File: src/rtl/muldiv_seq_pkg.sv
// Shared encodings for the multi-cycle multiply/divide sequencer: ALU function
// codes, op encodings and the sequencer state type.
package muldiv_seq_pkg;

    localparam logic [5:0] ALUFUNC_ADD = 6'b000000;
    localparam logic [5:0] ALUFUNC_SUB = 6'b000001;

    localparam logic [1:0] OP_MULTU = 2'b00;
    localparam logic [1:0] OP_MULT  = 2'b01;
    localparam logic [1:0] OP_DIVU  = 2'b10;
    localparam logic [1:0] OP_DIV   = 2'b11;

    typedef enum logic [2:0] {
        S_IDLE,
        S_PREP,
        S_RUN,
        S_FIX,
        S_DONE
    } state_t;

endpackage

File: src/rtl/muldiv_negate.sv
// Conditional two's-complement negator; shared between operand magnitude
// extraction and final result sign correction.
module muldiv_negate #(
    parameter int W = 64
) (
    input  logic         neg,
    input  logic [W-1:0] din,
    output logic [W-1:0] dout
);

    assign dout = neg ? ((~din) + W'(1)) : din;

endmodule

File: src/rtl/muldiv_seq.sv
// MULT/MULTU/DIV/DIVU sequencer, one bit per cycle, using the shared Arith unit
// for every add/subtract step. Define MULDIV_EARLY_OUT_EN for multiply early-out.
module muldiv_seq
    import muldiv_seq_pkg::*;
#(
    parameter int ITER = 32
) (
    input  logic        clk,
    input  logic        reset,
    input  logic        start,
    input  logic [1:0]  op,
    input  logic [31:0] a,
    input  logic [31:0] b,
    output logic        busy,
    output logic        done,
    output logic [31:0] hi,
    output logic [31:0] lo,
    output logic [31:0] alu_a,
    output logic [31:0] alu_b,
    output logic [5:0]  alu_func,
    output logic        alu_signed,
    input  logic [31:0] alu_out,
    input  logic        alu_ovf
);

    localparam int CW = $clog2(ITER);
    localparam logic [CW-1:0] LAST = CW'(ITER - 1);

    state_t        state;
    logic [1:0]    op_q;
    logic [31:0]   a_q, b_q, mag_q;
    logic [CW-1:0] cnt;

    logic is_div, sign_a, sign_b;
    assign is_div = op_q[1];
    assign sign_a = op_q[0] & a_q[31];
    assign sign_b = op_q[0] & b_q[31];

    // One negator yields |a| in PREP and the corrected product/quotient in FIX;
    // the narrow one yields |b| in PREP and the corrected remainder in FIX.
    logic [63:0] neg64_in, neg64_out;
    logic [31:0] neg32_in, neg32_out;
    logic        neg64_en, neg32_en;
    logic [31:0] abs_a, abs_b;

    // NOTE: every always_comb output gets a default first so no latch is inferred.
    always_comb begin
        neg64_in = {32'b0, a_q};
        neg64_en = sign_a;
        neg32_in = b_q;
        neg32_en = sign_b;
        if (state == S_FIX) begin
            neg64_in = is_div ? {32'b0, lo} : {hi, lo};
            neg64_en = sign_a ^ sign_b;
            neg32_in = hi;
            neg32_en = sign_a;
        end
    end

    muldiv_negate #(.W(64)) u_neg64 (.neg(neg64_en), .din(neg64_in), .dout(neg64_out));
    muldiv_negate #(.W(32)) u_neg32 (.neg(neg32_en), .din(neg32_in), .dout(neg32_out));

    assign abs_a      = neg64_out[31:0];
    assign abs_b      = neg32_out;
    assign alu_signed = 1'b0;

    always_comb begin
        alu_a    = '0;
        alu_b    = '0;
        alu_func = ALUFUNC_ADD;
        if (state == S_RUN) begin
            if (is_div) begin
                alu_a    = {hi[30:0], lo[31]};
                alu_b    = mag_q;
                alu_func = ALUFUNC_SUB;
            end else if (lo[0]) begin
                alu_a = hi;
                alu_b = mag_q;
            end
        end
    end

    // Datapath step results; the ALU is only consulted when it is actually driven.
    logic [31:0] mul_sum, div_r, div_hi, div_lo;
    logic        mul_c, div_take, mul_last;
    logic [63:0] mul_step, mul_res;

    always_comb begin
        mul_sum  = lo[0] ? alu_out : hi;
        mul_c    = lo[0] & alu_ovf;
        mul_step = {mul_c, mul_sum, lo[31:1]};
        div_r    = {hi[30:0], lo[31]};
        div_take = hi[31] | ~alu_ovf;
        div_hi   = div_take ? alu_out : div_r;
        div_lo   = {lo[30:0], div_take};
    end

`ifdef MULDIV_EARLY_OUT_EN
    // Once no multiplier bits remain, the rest of RUN would only shift; do it at once.
    logic [CW-1:0] rem;
    logic [31:0]   lo_mask;
    always_comb begin
        rem      = LAST - cnt;
        lo_mask  = (32'h1 << rem) - 32'h1;
        mul_last = ((mul_step[31:0] & lo_mask) == '0);
        mul_res  = mul_step >> rem;
    end
`else
    always_comb begin
        mul_last = (cnt == LAST);
        mul_res  = mul_step;
    end
`endif

    // NOTE: sequential state uses non-blocking assignments only, so every
    // right-hand side sees the pre-edge values.
    always_ff @(posedge clk or negedge reset) begin
        if (!reset) begin
            state <= S_IDLE;
            busy  <= 1'b0;
            done  <= 1'b0;
            hi    <= '0;
            lo    <= '0;
            cnt   <= '0;
            op_q  <= '0;
            a_q   <= '0;
            b_q   <= '0;
            mag_q <= '0;
        end else begin
            done <= 1'b0;
            case (state)
                S_IDLE: begin
                    if (start) begin
                        op_q  <= op;
                        a_q   <= a;
                        b_q   <= b;
                        busy  <= 1'b1;
                        state <= S_PREP;
                    end
                end
                S_PREP: begin
                    cnt   <= '0;
                    hi    <= '0;
                    lo    <= is_div ? abs_a : abs_b;
                    mag_q <= is_div ? abs_b : abs_a;
                    if (is_div && b_q == '0) begin
                        hi    <= a_q;
                        lo    <= '1;
                        busy  <= 1'b0;
                        done  <= 1'b1;
                        state <= S_DONE;
                    end
`ifdef MULDIV_EARLY_OUT_EN
                    else if (!is_div && b_q == '0) begin
                        state <= S_FIX;
                    end
`endif
                    else begin
                        state <= S_RUN;
                    end
                end
                S_RUN: begin
                    cnt <= cnt + CW'(1);
                    if (is_div) begin
                        hi <= div_hi;
                        lo <= div_lo;
                        if (cnt == LAST) state <= S_FIX;
                    end else begin
                        {hi, lo} <= mul_res;
                        if (mul_last) state <= S_FIX;
                    end
                end
                S_FIX: begin
                    if (is_div) begin
                        lo <= neg64_out[31:0];
                        hi <= neg32_out;
                    end else begin
                        {hi, lo} <= neg64_out;
                    end
                    busy  <= 1'b0;
                    done  <= 1'b1;
                    state <= S_DONE;
                end
                S_DONE: state <= S_IDLE;
                default: state <= S_IDLE;
            endcase
        end
    end

endmodule

File: config.mk
export PLATFORM = sky130hd
export DESIGN_NAME = muldiv_seq
export DESIGN_NICKNAME = d
export VERILOG_FILES = /design/src/rtl/muldiv_seq_pkg.sv /design/src/rtl/muldiv_negate.sv /design/src/rtl/muldiv_seq.sv
export SDC_FILE = /design/constraint.sdc
export NUM_CORES = 1
export LEC_CHECK = 0
export CELL_PAD_IN_SITES_DETAIL_PLACEMENT = 1
export CELL_PAD_IN_SITES_GLOBAL_PLACEMENT = 1
export CORE_ASPECT_RATIO = 1.2
export CORE_MARGIN = 1
export CORE_UTILIZATION = 44
export CTS_CLUSTER_DIAMETER = 100
export DETAILED_ROUTE_END_ITERATION = 10
export MAX_ROUTING_LAYER = met4
export PLACE_DENSITY_LB_ADDON = 0.1
export SKIP_CTS_REPAIR_TIMING = 1
export SLEW_MARGIN = 20
export SYNTH_ARGS = -nofsm -noshare
export SYNTH_HDL_FRONTEND = slang
export SYNTH_SLANG_ARGS = --single-unit
File: constraint.sdc
create_clock -name clk -period 11.8 [get_ports clk]
set_clock_uncertainty 0.1 [all_clocks]
set_input_delay 2.95 -clock clk [delete_from_list [all_inputs] [get_ports clk]]
set_output_delay 2.95 -clock clk [all_outputs]
set_load 0.1 [all_outputs]
==> results.sh <==
export IMPL_run_status="completed"
export IMPL_crit_path_max_fanout=45
export IMPL_synth_area_sq_um=14600
export IMPL_synth_edf_count=0
export IMPL_overflow=0
export IMPL_cts_sinks=172
export IMPL_cp_top_family="buffers and inverters"
export IMPL_port_buffer_count=232
export IMPL_cp_slowest_cell="clkdlybuf4s50_1"
export IMPL_hpwlAfterDp_mm=47.5
export IMPL_startpoint="op_q[1]"
export IMPL_synthArstFlopShare=1.00
export IMPL_r2r_end="mag_q[30]"
export IMPL_ys_flop_type="dfrtp_1"
export IMPL_max_slew_margin=0.219
export IMPL_final_nets=2006
export IMPL_period_minus_slack_ns=7.19
export IMPL_stdcell_count=2323
export IMPL_drv_slew=0
export IMPL_core_area_sq_um=32400
export IMPL_grt_max_degree=95
export IMPL_crit_required_ns=8.75
export IMPL_yosysSeqAreaShare=0.295
export IMPL_critical_path_buf_inv_count=3
export IMPL_hp_start="mag_q[14]"
export IMPL_cts_buffers_inserted=17
export IMPL_drive_gt1_frac=0.0962
export IMPL_r2r_start="state[1]"
export IMPL_vias=15800
export IMPL_cp_arrival_ns=4.14
export IMPL_vias_per_cell=6.81
export IMPL_dp_cells=2289
export IMPL_cts_buffer_depth=2
export IMPL_cpPeakStageDelay_ns=1.13
export IMPL_ys_top_cells_by_area="dfrtp_1 (30%), mux2i_1 (8.4%), mux2_2 (6.6%), a21oi_1 (4.9%), nor2_1 (4.2%)"
export IMPL_cts_tree="done"
export IMPL_path_class="reg -> out"
export IMPL_die_area_sq_um=33900
export IMPL_routedWlPerCell_um=28.4
export IMPL_start_util=0.449
export IMPL_r2r_cells=9
export IMPL_yosysMostFrequentCell="dfrtp_1"
export IMPL_path_cells="clkinv_1, nor2_4, buf_4, a22o_1, clkdlybuf4s50_1"
export IMPL_core_rowCount=72
export IMPL_ys_warn_count=0
export IMPL_initialDrtViolationCount=1625
export IMPL_synth_top_area_frac=0.295
export IMPL_fmax_mhz=139
export IMPL_synth_avg_cell_area_sq_um=8.14
export IMPL_endpoint_kind="primary output"
export IMPL_dpl_worst_slack_ns=5.21
export IMPL_hold_depth=2
export IMPL_grt_pass1_vias=15700
export IMPL_num_io_pins=239
export IMPL_maxCapViolations=0
export IMPL_die_w_um=168
export IMPL_synthTopCellsByCount="dfrtp_1 (172), nor2_1 (162), a21oi_1 (142)"
export IMPL_syn_to_final_growth_pct=21.2
export IMPL_clk_pin_slew_ns=0.07
export IMPL_firstDrtPassIters=5
export IMPL_r2r_setup_slack_ns=7.02
export IMPL_drt_total_wl_mm=66.1
export IMPL_ys_types=84
export IMPL_rsz0062_at_grt="false"
export IMPL_layout_setup_ws_ns=4.61
export IMPL_min_path_type="reg -> reg"
export IMPL_period_share=0.610
export IMPL_grt_pass1_wl_mm=101
export IMPL_setup_viol=0
export IMPL_die_h_um=201
export IMPL_root_buffer="clkbuf_16"
export IMPL_fillers=3869
export IMPL_clk_latency_ns=0.47
export IMPL_gp_congestion=0.946
export IMPL_fin_setup_tns_ns=0
export IMPL_ant_nets=0
export IMPL_yosys_area_top_type="dfrtp_1"
export IMPL_synth_seq_cells=172
export IMPL_holdPathEnd="mag_q[14]"
export IMPL_worstMarginPinSlew_ns=1.17
export IMPL_synthCells=1791
export IMPL_start_kind="flip-flop"
export IMPL_grt_use_total=0.405
export IMPL_hold_viol_final=0
export IMPL_drc=0
export IMPL_cts_max_level=4
export IMPL_antenna_found_initial=1
## per-stage QoR
step	utilization	instance area, sq um	hold WS (ns)
6_report	0.545	17700	0.371
5_1_grt	0.545	17700	0.406
4_1_cts	0.544	17700	0.378
3_3_place_gp	0.525	17000	0.354
2_1_floorplan	-	14600	0.337
3_5_place_dp	0.525	17000	0.363
## cells by family (layout without fill, tap and decap cells)
kind of cell / count (synthesis) / count (layout) / share of synthesized area
buffers and inverters: 193 / 310 / 0.0536
flip-flops: 172 / 172 / 0.295
AO/OA/AOI/OAI: 543 / 543 / 0.243
AND/OR/NAND/NOR: 579 / 579 / 0.199
multiplexers: 208 / 208 / 0.150
XOR/XNOR: 92 / 92 / 0.0553
adder cells (fa/ha/maj): 3 / 3 / 0.00258
other: 1 / 9 / 0.000257
## layout make-up
cell class	instances	area [sq um]	area share
multi-input cells	1431	9580	0.542
flip-flops and latches	172	4310	0.244
repair buffers	269	2610	0.148
well taps	407	509	0.0288
clock buffers	18	439	0.0249
clock inverters	13	178	0.0101
inverters	10	37.5	0.00212
diodes	3	7.51	0.000425
## cell usage in the layout (no fill, tap or decap), drive strengths merged, types with 19 or more instances in the layout
master / n
and2: 42
nor2: 164
clkdlybuf4s50: 231
nor4: 35
dfrtp: 172
mux2i: 122
o22ai: 19
xor2: 43
a22o: 39
a21oi: 144
nor3: 59
a31oi: 24
xnor2: 49
a221oi: 22
nand3: 33
nand2: 127
a211oi: 58
nor2b: 36
mux2: 86
buf: 38
o21ai: 127
## flip-flops by register name, indices dropped and copies added, names as in the netlist, 2 cells and up
name	flops
a_q	32
b_q	32
cnt	5
hi	32
lo	32
mag_q	32
op_q	2
state	3
## per-layer routing
layer | track usage | vias up | share of wire
met1 | 0.526 | 7909 | 0.42
met5 | - | - | 0
met4 | 0.179 | 0 | 0.043
li1 | - | 6852 | -
met3 | 0.0570 | 167 | 0.076
met2 | 0.627 | 882 | 0.46
## worst max-delay path by stage
stage,to,slack [ns],cells after the start
after floorplan,alu_a[0],4.99,6
after global routing,alu_a[8],4.59,5
after CTS,alu_a[16],4.70,5
after global placement,alu_a[7],5.33,5
final,alu_a[8],4.61,5
after detailed placement,alu_a[16],5.21,5
## tightest hold or removal path: stages, from the launching register on
cell and delay [ns]:
dfrtp_1 0.33, nand2_1 0.05, o21ai_0 0.06
Power is left out: the tool's default activity adds up to more than one toggle a clock period on the data nets, which glitch-free logic cannot reach.
